### src/rtl/spi_controller.sv
// SPI mode-0 write-only master: shifts 16-bit {rw, addr, data} frames out MSB first.
// Every pin is driven straight from a flop so nCS/SCLK/COPI never glitch.
module spi_controller #(
    parameter int unsigned CLK_DIV  = 4,
    parameter int unsigned CS_SETUP = 4,
    parameter int unsigned CS_HOLD  = 4,
    parameter int unsigned CS_IDLE  = 4
) (
    input  logic       clk,
    input  logic       rst_n,
    input  logic       req_valid,
    output logic       req_ready,
    input  logic       req_write,
    input  logic [6:0] req_addr,
    input  logic [7:0] req_data,
    output logic       sclk,
    output logic       copi,
    output logic       ncs,
    output logic       busy,
    output logic       done
);

    localparam logic [7:0] DivLoad   = 8'(CLK_DIV - 1);
    localparam logic [7:0] SetupLoad = 8'(CS_SETUP - 1);
    localparam logic [7:0] HoldLoad  = 8'(CS_HOLD - 1);
    localparam logic [7:0] GapLoad   = 8'(CS_IDLE - 1);

    typedef enum logic [2:0] {StIdle, StSetup, StShift, StHold, StGap} state_e;

    state_e      state_q, state_d;
    logic [7:0]  cnt_q, cnt_d;
    logic [4:0]  bit_q, bit_d;
    logic        phase_hi_q, phase_hi_d;
    logic [15:0] shreg_q, shreg_d;
    logic        sclk_q, sclk_d;
    logic        ncs_q, ncs_d;
    logic        busy_q, busy_d;
    logic        done_q, done_d;
    logic        rst_sync_q;
    logic        accept;

    // Reset assertion is asynchronous; acceptance is held off until one edge after release.
    always_ff @(posedge clk or negedge rst_n) begin
        if (!rst_n) begin
            rst_sync_q <= 1'b0;
        end else begin
            rst_sync_q <= 1'b1;
        end
    end

    assign req_ready = rst_sync_q && (state_q == StIdle);
    assign accept    = req_valid && req_ready;

    always_comb begin
        state_d    = state_q;
        cnt_d      = cnt_q;
        bit_d      = bit_q;
        phase_hi_d = phase_hi_q;
        shreg_d    = shreg_q;
        sclk_d     = sclk_q;
        unique case (state_q)
            StIdle: begin
                if (accept) begin
                    state_d = StSetup;
                    cnt_d   = SetupLoad;
                    shreg_d = {req_write, req_addr, req_data};
                end
            end
            StSetup: begin
                if (cnt_q == 8'd0) begin
                    state_d    = StShift;
                    cnt_d      = DivLoad;
                    bit_d      = 5'd15;
                    phase_hi_d = 1'b1;
                    sclk_d     = 1'b1;
                end else begin
                    cnt_d = cnt_q - 8'd1;
                end
            end
            StShift: begin
                if (cnt_q != 8'd0) begin
                    cnt_d = cnt_q - 8'd1;
                end else if (phase_hi_q) begin
                    phase_hi_d = 1'b0;
                    sclk_d     = 1'b0;
                    cnt_d      = DivLoad;
                    // Bit 0 stays on COPI through its low phase and HOLD.
                    if (bit_q != 5'd0) begin
                        shreg_d = {shreg_q[14:0], 1'b0};
                    end
                end else if (bit_q == 5'd0) begin
                    state_d = StHold;
                    cnt_d   = HoldLoad;
                end else begin
                    bit_d      = bit_q - 5'd1;
                    phase_hi_d = 1'b1;
                    sclk_d     = 1'b1;
                    cnt_d      = DivLoad;
                end
            end
            StHold: begin
                if (cnt_q == 8'd0) begin
                    state_d = StGap;
                    cnt_d   = GapLoad;
                    shreg_d = '0;
                end else begin
                    cnt_d = cnt_q - 8'd1;
                end
            end
            StGap: begin
                if (cnt_q == 8'd0) begin
                    state_d = StIdle;
                end else begin
                    cnt_d = cnt_q - 8'd1;
                end
            end
            default: begin
                state_d = StIdle;
            end
        endcase
        ncs_d  = !((state_d == StSetup) || (state_d == StShift) || (state_d == StHold));
        busy_d = (state_d != StIdle);
        done_d = (state_q == StHold) && (state_d == StGap);
    end

    always_ff @(posedge clk or negedge rst_n) begin
        if (!rst_n) begin
            state_q    <= StIdle;
            cnt_q      <= 8'd0;
            bit_q      <= 5'd0;
            phase_hi_q <= 1'b0;
            shreg_q    <= '0;
            sclk_q     <= 1'b0;
            ncs_q      <= 1'b1;
            busy_q     <= 1'b0;
            done_q     <= 1'b0;
        end else begin
            state_q    <= state_d;
            cnt_q      <= cnt_d;
            bit_q      <= bit_d;
            phase_hi_q <= phase_hi_d;
            shreg_q    <= shreg_d;
            sclk_q     <= sclk_d;
            ncs_q      <= ncs_d;
            busy_q     <= busy_d;
            done_q     <= done_d;
        end
    end

    assign sclk = sclk_q;
    assign copi = shreg_q[15];
    assign ncs  = ncs_q;
    assign busy = busy_q;
    assign done = done_q;

endmodule

### config.mk
export PLATFORM = sky130hd
export DESIGN_NAME = spi_controller
export DESIGN_NICKNAME = d
export VERILOG_FILES = /design/src/rtl/spi_controller.sv
export SDC_FILE = /design/constraint.sdc
export NUM_CORES = 1
export LEC_CHECK = 0
export ABC_AREA = 1
export ABC_CLOCK_PERIOD_IN_PS = 1500
export CORE_UTILIZATION = 45
export CTS_BUF_LIST = sky130_fd_sc_hd__clkbuf_4
export CTS_CLUSTER_DIAMETER = 60
export CTS_CLUSTER_SIZE = 10
export DETAILED_ROUTE_END_ITERATION = 10
export GPL_ROUTABILITY_DRIVEN = 1
export PLACE_DENSITY_LB_ADDON = 0.25
export SLEW_MARGIN = 0
export SYNTH_ARGS = -nofsm -noshare
export SYNTH_HDL_FRONTEND = slang
export SYNTH_SLANG_ARGS = --single-unit
### constraint.sdc
create_clock -name clk -period 1.5 [get_ports clk]
set_input_delay 0.15 -clock clk [delete_from_list [all_inputs] [get_ports clk]]
set_output_delay 0.15 -clock clk [all_outputs]
set_load 0.05 [all_outputs]
==> out/metrics.yaml, run 1 <==
min_period_ps: 1541
hold_ws_ps: 274.4
ant_nets: 0
overflow: 0
worstPathRequired_ps: 1720
path_clk_slew_ps: 120
fmax_mhz: 648.8
antenna_found_initial: 0
htree_levels: 2
drt-total-wl_microns: 4870
cp.arrival_ps: 1770
finalSetupTns_ps: -367.1
synth.distinct_cells: 33
cts_buffer_depth: 2
detailed_place_hpwl_microns: 3156
grt_pass1_wl_microns: 7707
diodes: 0
drc_errors: 0
die-area_sq_mm: 0.004948
cts_root_buf: "clkbuf_4"
dp_cells: 336
clock_latency_ps: 340
syn_avg_cell_area_sq_um: 8.650
yosysWarnings: 0
setup_ws_ps: -41.32
ir_drop_v: 0.0004925
cts_buffers: 5
slowest_stage: "dfrtp_2"
p_leak_nw: 1.442
ys_seq_area_frac: 0.4530
rsz0062_at_grt: "yes"
drive_gt1_frac: 0.4188
die_w_microns: 70.35
final.setup_skew_ps: 17.56
powerDensity_mw_per_mm2: 551.8
drtIter0Drc: 105
postSynthCellCount: 243
crit_chain: "buf_4 > a21oi_4 > nand3_4 > nor2_4 > nand2_4 > clkbuf_16 > nand2_4 > o21ai_2"
power.total_mw: 1.660
core.rowCount: 24
start_kind: "register"
setup_viol: 16
ys_ff_latch: 38
drv_slew: 0
instances_no_fill: 360
hold_path.class: "in2async"
area_delta_synth_final_pct: 43.10
cp-end-kind: "register"
final_nets: 331
crit_fanout: 10
io_buffers: 24
start_util: 0.4762
tritoncts: "done"
crit_top_cell: "nand2_4"
utilization: 0.6814
violations: "negative setup slack"
syn_area_sq_mm: 0.002102
routedWlPerCell_microns: 13.53
status: "finished, violations left"
slowest_delay_ps: 440
nFillCells: 317
hold_viol_final: 0
die_y_microns: 70.35
drv_cap: 0
gp_congestion: 0.8315
coreArea_sq_mm: 0.004414
grtUsageTotal: 0.1957
critical_path_class: "reg2reg"
synthesis.nets: 266
ioPinCount: 25
vias: 1852
vias_per_cell: 5.144
cts.sinks: 38
grt_max_degree: 21
period_share: 1.028
firstDrtPassIters: 4
first_global_vias: 1771
-- kinds of logic after synthesis --
family,synth area share
buf+inv,0.07381
fa+ha+maj,0.02381
compound gates,0.1792
other cells,0.001784
simple gates,0.2476
xor+xnor,0.02083
flops,0.4530
-- flip-flops by register name (all words and copies together), names as in the netlist --
name / count
shreg_q: 16
cnt_q: 8
bit_q: 5
state_q: 3
busy: 1
done: 1
ncs: 1
phase_hi_q: 1
rst_sync_q: 1
sclk: 1
-- worst paths after layout --
check / end / slack (ps) / cells after the start / from
setup / recovery: shreg_q[7]$_DFFE_PN0P_ / -40 / 8 / state_q[0]$_DFF_PN0_
hold / removal: cnt_q[5]$_DFFE_PN0P_ / 270 / 2 / rst_n
setup reg to reg: shreg_q[7]$_DFFE_PN0P_ / -40 / 8 / state_q[0]$_DFF_PN0_
hold reg to reg: shreg_q[9]$_DFFE_PN0P_ / 500 / 2 / shreg_q[9]$_DFFE_PN0P_
max in group asynchronous: shreg_q[14]$_DFFE_PN0P_ / 750 / 3 / rst_n
min in group clk: shreg_q[0]$_DFFE_PN0P_ / 390 / 3 / req_data[0]
-- layout by cell type, fill, tap and decap left out, types with 7 or more instances in the layout --
master / count
clkdlybuf4s50_1: 17
nor2_1: 8
dfrtp_1: 34
clkbuf_4: 7
a22oi_1: 16
nand2_1: 46
buf_4: 35
nand3_1: 16
o21ai_0: 8
nand2_2: 17
inv_1: 13
o21ai_2: 16
-- critical path, delay by kind of cell, from the launching register on --
family / cells / cell delay, ps
buffers and inverters: 2 / 380
AOI/OAI and AO/OA: 2 / 220
and+or+nand+nor: 4 / 380
DFF: 1 / 440
-- synth_stat cells (all sizes together) --
library cell / n / area [sq um]
nand2: 70 / 289.0
dfrtp: 37 / 925.9
o21ai: 29 / 216.5
inv: 22 / 85.08
nor2: 18 / 91.34
nand3: 17 / 85.08
a22oi: 16 / 120.1
nand4: 7 / 50.05
buf: 6 / 57.55
ha: 4 / 50.05
xor2: 4 / 35.03
a21oi: 2 / 10.01
clkbuf: 2 / 7.510
o21bai: 2 / 15.01
clkinv: 1 / 5.000
conb: 1 / 3.750
dfstp: 1 / 26.28
nor3: 1 / 5.000
o211ai: 1 / 7.510
o21a: 1 / 7.510
xnor2: 1 / 8.760
-- stage by stage --
step           setup slack [ps]  instance area, sq um
4_1_cts                  -31.27                  2689
3_3_place_gp              19.80                  2571
5_1_grt                  -121.9                  3008
2_1_floorplan             15.54                  2113
3_5_place_dp             -41.81                  2571
6_report                 -41.32                  3008
-- final cells by class --
class,count,area [sq um],area share
repair buffers,66,645.6,0.2146
well taps,52,65.06,0.02163
clock buffers,7,52.55,0.01747
inverters,23,100.1,0.03328
multi-input cells,174,1189,0.3952
flip-flops and latches,38,955.9,0.3178
-- routing by layer --
metal  up-vias  track usage  part of all wire
met5         -            0                 0
met2        45       0.3238              0.49
met1       865       0.2470              0.46
met3        10      0.03752             0.043
met4         0      0.08667             0.014
li1        932            -                 -
-- what timing repair did --
action                                 4_1_cts  5_1_grt
gates resized for setup                      9       56
endpoints found under the hold margin       17        0
buffers inserted                             5       10
pin swaps                                    2       12
setup endpoints to repair                   21       32
cloned                                       0        2
hold buffers                                 1        0
-- report_power, final --
group          internal (mW)  leakage, nW  switching [mW]
Combinational         0.0572        0.913          0.0427
Sequential              1.03        0.497        0.000281
Clock                  0.213       0.0322           0.321
Total                   1.30         1.44           0.364
Note: power is estimated with default switching activity, not from simulation.
==> inputs of run 2 (changes only) <==
PLACE_DENSITY = 0.72   (was unset)
PLACE_DENSITY_LB_ADDON = unset   (was 0.25)
==> run 2 against run 1 <==
- the run still ends with negative setup slack left
- critical path type unchanged
- clock power is 2% higher
- critical path depth increased by 1
- die area is the same
- largest power group unchanged
- critical endpoint is now cnt_q[3]$_DFFE_PN0P_
==> out/metrics.yaml, run 2 (same netlist as run 1, synthesis figures left out) <==
vias: 1930  # +4.2%
coreArea_sq_mm: 0.004414  # unchanged
finalSetupTns_ps: -526.3  # -159.2 ps
cts_buffer_depth: 2  # unchanged
drtIter0Drc: 77  # -27%
cp-end-kind: "register"
hold_path.class: "in2async"
r2r_slack_ps: -60  # -20 ps
drv_slew: 0  # unchanged
htree_levels: 2  # unchanged
p_leak_nw: 1.461  # +1.4%
io_buffers: 24  # unchanged
antenna_found_initial: 0  # unchanged
clock_latency_ps: 350  # about the same
finish.instance_area_sq_mm: 0.003074  # +2.2%
drive_gt1_frac: 0.4263  # +0.007451
ff2ff_path_depth: 9  # +1
final_common_cell: "nand2_1"
dp_cells: 331  # -1.5%
die_w_microns: 70.35  # unchanged
powerDensity_mw_per_mm2: 543.5  # -1.5%
violations: "negative setup slack"
grt_max_degree: 24  # +14%
die_y_microns: 70.35  # unchanged
ant_nets: 0  # unchanged
grtUsageTotal: 0.1969  # +0.001224
instances_no_fill: 364  # +1.1%
ir_drop_v: 0.0003860  # -22%
hold_ws_ps: 298.8  # +24.38 ps
final_cell_mix: "nand2_1 (45), buf_4 (39), dfrtp_1 (35)"
drv_cap: 0  # unchanged
setup_viol: 22  # +6
top_register: "shreg_q"
detailed_place_hpwl_microns: 3168  # +0.40%
start_kind: "register"
diodes: 0  # unchanged
final.setup_skew_ps: 5.569  # -11.99 ps
slew_headroom: 0.6650
die-area_sq_mm: 0.004948  # unchanged
final_nets: 335  # +1.2%
hold_viol_final: 0  # unchanged
cts_root_buf: "clkbuf_4"
period_share: 1.038  # +0.01010
area_delta_synth_final_pct: 46.25
cts.sinks: 38  # unchanged
path_clk_slew_ps: 110  # about the same
r2r-start: "cnt_q[6]$_DFFE_PN0P_"
fmax_mhz: 642.5  # -0.97%
tritoncts: "done"
worstPathRequired_ps: 1750  # +30 ps
overflow: 0  # unchanged
setup_ws_ps: -56.47  # -15.15 ps
cts_buffers: 5  # unchanged
crit_fanout: 8  # -2
start_util: 0.4762  # unchanged
core.rowCount: 24  # unchanged
grt_pass1_wl_microns: 7721  # +0.18%
largest_reg_flops: 16  # unchanged
rsz0062_at_grt: "yes"
reg_top3: "shreg_q (16), cnt_q (8), bit_q (5)"
worstMarginPinSlew_ps: 502.5
min_period_ps: 1556  # +15.15 ps
nFillCells: 339  # +6.9%
critical_path_class: "reg2reg"
firstDrtPassIters: 4  # unchanged
drt-total-wl_microns: 5330  # +9.4%
r2r-end: "cnt_q[3]$_DFFE_PN0P_"
first_global_vias: 1802  # +1.8%
gp_congestion: 0.8103  # -2.5%
drc_errors: 0  # unchanged
ioPinCount: 25  # unchanged
routedWlPerCell_microns: 14.64  # +8.2%
vias_per_cell: 5.302  # +3.1%
status: "finished, violations left"
cp.arrival_ps: 1800  # +30 ps
placed_cell_area_sq_mm: 0.002521  # -1.9%
utilization: 0.6964  # +0.01502
[run 2: changes by cell type in the layout (fill, tap and decap cells not counted), sizes merged]
cell,before,now
clkinvlp,1,2
buf,46,49
[run 2: how the worst max path moves through the flow]
| stage | cells after the start | to | slack (ps) | startpoint |
|---|---|---|---|---|
| after floorplan | 7 | ncs$_DFF_PN1_ | 20 | state_q[0]$_DFF_PN0_ |
| after global placement | 10 | cnt_q[6]$_DFFE_PN0P_ | -8 | cnt_q[1]$_DFFE_PN0P_ |
| after detailed placement | 10 | cnt_q[2]$_DFFE_PN0P_ | -30 | cnt_q[1]$_DFFE_PN0P_ |
| after CTS | 4 | req_ready | -20 | state_q[0]$_DFF_PN0_ |
| after global routing | 9 | cnt_q[3]$_DFFE_PN0P_ | -170 | cnt_q[7]$_DFFE_PN0P_ |
| final | 9 | cnt_q[3]$_DFFE_PN0P_ | -60 | cnt_q[6]$_DFFE_PN0P_ |
[run 2: worst max-delay path, cell delays in order, from the launching register on]
cell and delay (ps):
dfrtp_1 410, nor2_2 170, nand2_4 70, nor2_4 140, buf_6 150, clkinvlp_4 170
nand4_1 140, nand3_1 80, nand2_1 70, nand2_1 50
[run 2: metal layers]
layer  vias up  global-route usage  share of wire
met5         -                   0              0
met1       932              0.2407           0.43
met3        11             0.05051          0.033
met2        39              0.3376           0.52
met4         0             0.06222          0.016
li1        948                   -              -
[run 2: report_power, final]
part / switching, mW / leakage, nW / internal (mW)
combinational: 0.0446 / 0.931 / 0.0554
clock: 0.332 / 0.0322 / 0.213
sequential: 0.000316 / 0.498 / 1.03
total: 0.377 / 1.46 / 1.29
[run 2: per-stage QoR]
stage                     setup WS (ps)  power (mW)
after floorplan                   15.54       1.069
after global placement           -8.334       1.142
after detailed placement         -30.63       1.143
after CTS                        -22.51       1.676
after global routing             -171.8       1.735
final                            -56.47       1.671
[run 2: repair_timing]
item                                    CTS  global route
gates resized for setup                  11            67
hold buffers                              1             0
setup buffers                             8            12
pin swaps                                 5            21
endpoints found under the setup margin   17            32
endpoints found under the hold margin    18             0
cloned                                    0             5
[run 2: layout make-up]
| class | count | area, sq um | area share |
|---|---|---|---|
| Clock buffer | 7 | 52.55 | 0.01709 |
| Inverter | 23 | 100.1 | 0.03256 |
| Tap cell | 52 | 65.06 | 0.02116 |
| Timing Repair inverter | 1 | 7.507 | 0.002442 |
| Timing Repair Buffer | 69 | 655.6 | 0.2133 |
| Sequential cell | 38 | 954.7 | 0.3105 |
| Multi-Input combinational cell | 174 | 1239 | 0.4029 |
==> inputs of run 3 (changes only) <==
CORE_UTILIZATION = 35   (was 45)
PLACE_DENSITY = 0.59   (was 0.72)
SLEW_MARGIN = 25   (was 0)
==> run 3 against run 2 <==
- the flow still finishes with violations (negative setup slack)
- count of clock-buffer cells in the layout down 2
- maximum frequency up 0.98%
- power down 0.73%
- clock power down 2%
- combinational power about the same
- final area up 2.0%
- die area up 28%
- wire length down 8.3%
==> out/metrics.yaml, run 3 (same netlist as run 1, synthesis figures left out) <==
start_kind: "register"
drv_slew: 0  # unchanged
placed_cell_area_sq_mm: 0.002621  # +4.0%
power.total_mw: 1.659  # -0.73%
setup_viol: 16  # -27%
r2r-start: "state_q[0]$_DFF_PN0_"
diodes: 0  # unchanged
ioPinCount: 25  # unchanged
drc_errors: 0  # unchanged
cp_top_family: "flip-flops"
hold_viol_final: 0  # unchanged
tritoncts: "done"
cts.sinks: 38  # unchanged
core.rowCount: 27  # +13%
gp_congestion: 0.7773  # -4.1%
r2r-end: "shreg_q[4]$_DFFE_PN0P_"
grt_pass1_wl_microns: 7886  # +2.1%
r2r_slack_ps: -40  # +20 ps
wl_met3_microns: 99  # -44%
worstPathRequired_ps: 1740  # about the same
final.setup_skew_ps: 8.021  # +2.452 ps
antenna_found_initial: 0  # unchanged
ant_nets: 0  # unchanged
die_w_microns: 79.50  # +13%
grtUsageTotal: 0.1612  # -0.03574
detailed_place_hpwl_microns: 3205  # +1.2%
place_ws_ps: -27.96  # +2.671 ps
cts_buffers: 5  # unchanged
coreArea_sq_mm: 0.005642  # +28%
overflow: 0  # unchanged
crit_fanout: 5  # -3
topRoutingLayerUsed: "met4"
routedWlPerCell_microns: 12.70  # -13%
top_register: "shreg_q"
cts_root_buf: "clkbuf_4"
die_y_microns: 79.50  # +13%
reg_top3: "shreg_q (16), cnt_q (8), bit_q (5)"
slowest_delay_ps: 430  # +20 ps
grt_max_degree: 21  # -13%
crit_top_cell: "nand2_4"
slowest_stage: "dfrtp_2"
largest_reg_flops: 16  # unchanged
first_global_vias: 1703  # -5.5%
vias_per_cell: 4.821  # -9.1%
min_period_ps: 1541  # -15.04 ps
cp.arrival_ps: 1780  # -20 ps
htree_levels: 2  # unchanged
path_buf_inv: 2  # unchanged
instances_no_fill: 385  # +5.8%
drtIter0Drc: 96  # +25%
critical_path_class: "reg2reg"
final_nets: 335  # unchanged
cp-end-kind: "register"
status: "finished, violations left"
violations: "negative setup slack"
fmax_mhz: 648.7  # +0.98%
firstDrtPassIters: 4  # unchanged
clock_latency_ps: 340  # about the same
vias: 1856  # -3.8%
io_buffers: 24  # unchanged
drt-total-wl_microns: 4890  # -8.3%
rsz0062_at_grt: "yes"
area_delta_synth_final_pct: 49.23
period_share: 1.028  # -0.01002
setup_ws_ps: -41.43  # +15.04 ps
finish.instance_area_sq_mm: 0.003137  # +2.0%
p_leak_nw: 1.463  # +0.11%
route.met2.wl_microns: 2458  # -12%
ir_drop_v: 0.0003683  # -4.6%
powerDensity_mw_per_mm2: 528.8  # -2.7%
final_cell_mix: "nand2_1 (44), buf_4 (40), dfrtp_1 (34)"
drv_cap: 0  # unchanged
drive_gt1_frac: 0.4313  # +0.005028
ff2ff_path_depth: 8  # -1
wl_met1_microns: 2288  # +0.70%
path_clk_slew_ps: 120  # about the same
start_util: 0.3726  # -0.1036
cts_buffer_depth: 2  # unchanged
die-area_sq_mm: 0.006319  # +28%
final_common_cell: "nand2_1"
hold_path.class: "in2async"
dp_cells: 356  # +7.6%
crit_chain: "buf_4 > a21oi_4 > nand3_4 > nor2_4 > nand2_4 > clkbuf_16 > nand2_4 > o21ai_2"
-- run 3: what timing repair did --
| action | CTS | global route |
|---|---|---|
| resized for setup | 5 | 64 |
| endpoints found under the hold margin | 17 | 0 |
| gates cloned | 0 | 3 |
| pin swaps | 2 | 15 |
| hold buffers | 1 | 0 |
| setup buffers | 4 | 14 |
| setup endpoints to repair | 15 | 34 |
-- run 3: worst max path at each step --
stage,startpoint,end,slack (ps),cells past startpoint
floorplan,state_q[0]$_DFF_PN0_,ncs$_DFF_PN1_,20,7
global placement,cnt_q[0]$_DFFE_PN0P_,cnt_q[6]$_DFFE_PN0P_,-8,10
detailed placement,cnt_q[0]$_DFFE_PN0P_,cnt_q[6]$_DFFE_PN0P_,-30,10
CTS,state_q[1]$_DFF_PN0_,shreg_q[12]$_DFFE_PN0P_,-30,10
global route,cnt_q[0]$_DFFE_PN0P_,cnt_q[3]$_DFFE_PN0P_,-90,10
finish,state_q[0]$_DFF_PN0_,shreg_q[4]$_DFFE_PN0P_,-40,8
-- run 3: layer usage --
layer / global-route usage / vias to the layer above
li1: - / 945
met1: 0.2163 / 886
met2: 0.2581 / 21
met3: 0.03429 / 4
met4: 0.04909 / 0
met5: 0 / -
-- run 3: worst reg2reg max path, cell delays in order (launching register included) --
cell	delay [ps]
dfrtp_2	430
buf_4	180
a21oi_4	180
nand3_4	100
nor2_4	130
nand2_4	120
clkbuf_16	210
nand2_4	50
o21ai_2	40
-- run 3: report_power, final --
group	switching (mW)	internal, mW	total, mW	leakage [nW]
Sequential	0.000271	1.03	1.03	0.497
Combinational	0.0431	0.0572	0.100	0.938
Clock	0.358	0.175	0.533	0.0286
Total	0.401	1.26	1.66	1.46
-- run 3: cell type report --
cell class / instances / area (sq um)
clock buffer: 5 / 37.54
clock inverter: 3 / 16.27
fill: 499 / 2505
inverter: 23 / 100.1
multi-input combinational: 174 / 1234
sequential: 38 / 955.9
tap: 72 / 90.09
timing repair buffer: 70 / 703.2
-- run 3: per-stage QoR --
stage	hold slack (ps)	TNS (ps)	utilization
2_1_floorplan	-145.6	0	-
3_3_place_gp	143.7	-15.41	0.4646
3_5_place_dp	141.2	-49.36	0.4646
4_1_cts	287.9	-261.3	0.4837
5_1_grt	320.0	-1721	0.5560
6_report	284.4	-370.9	0.5560
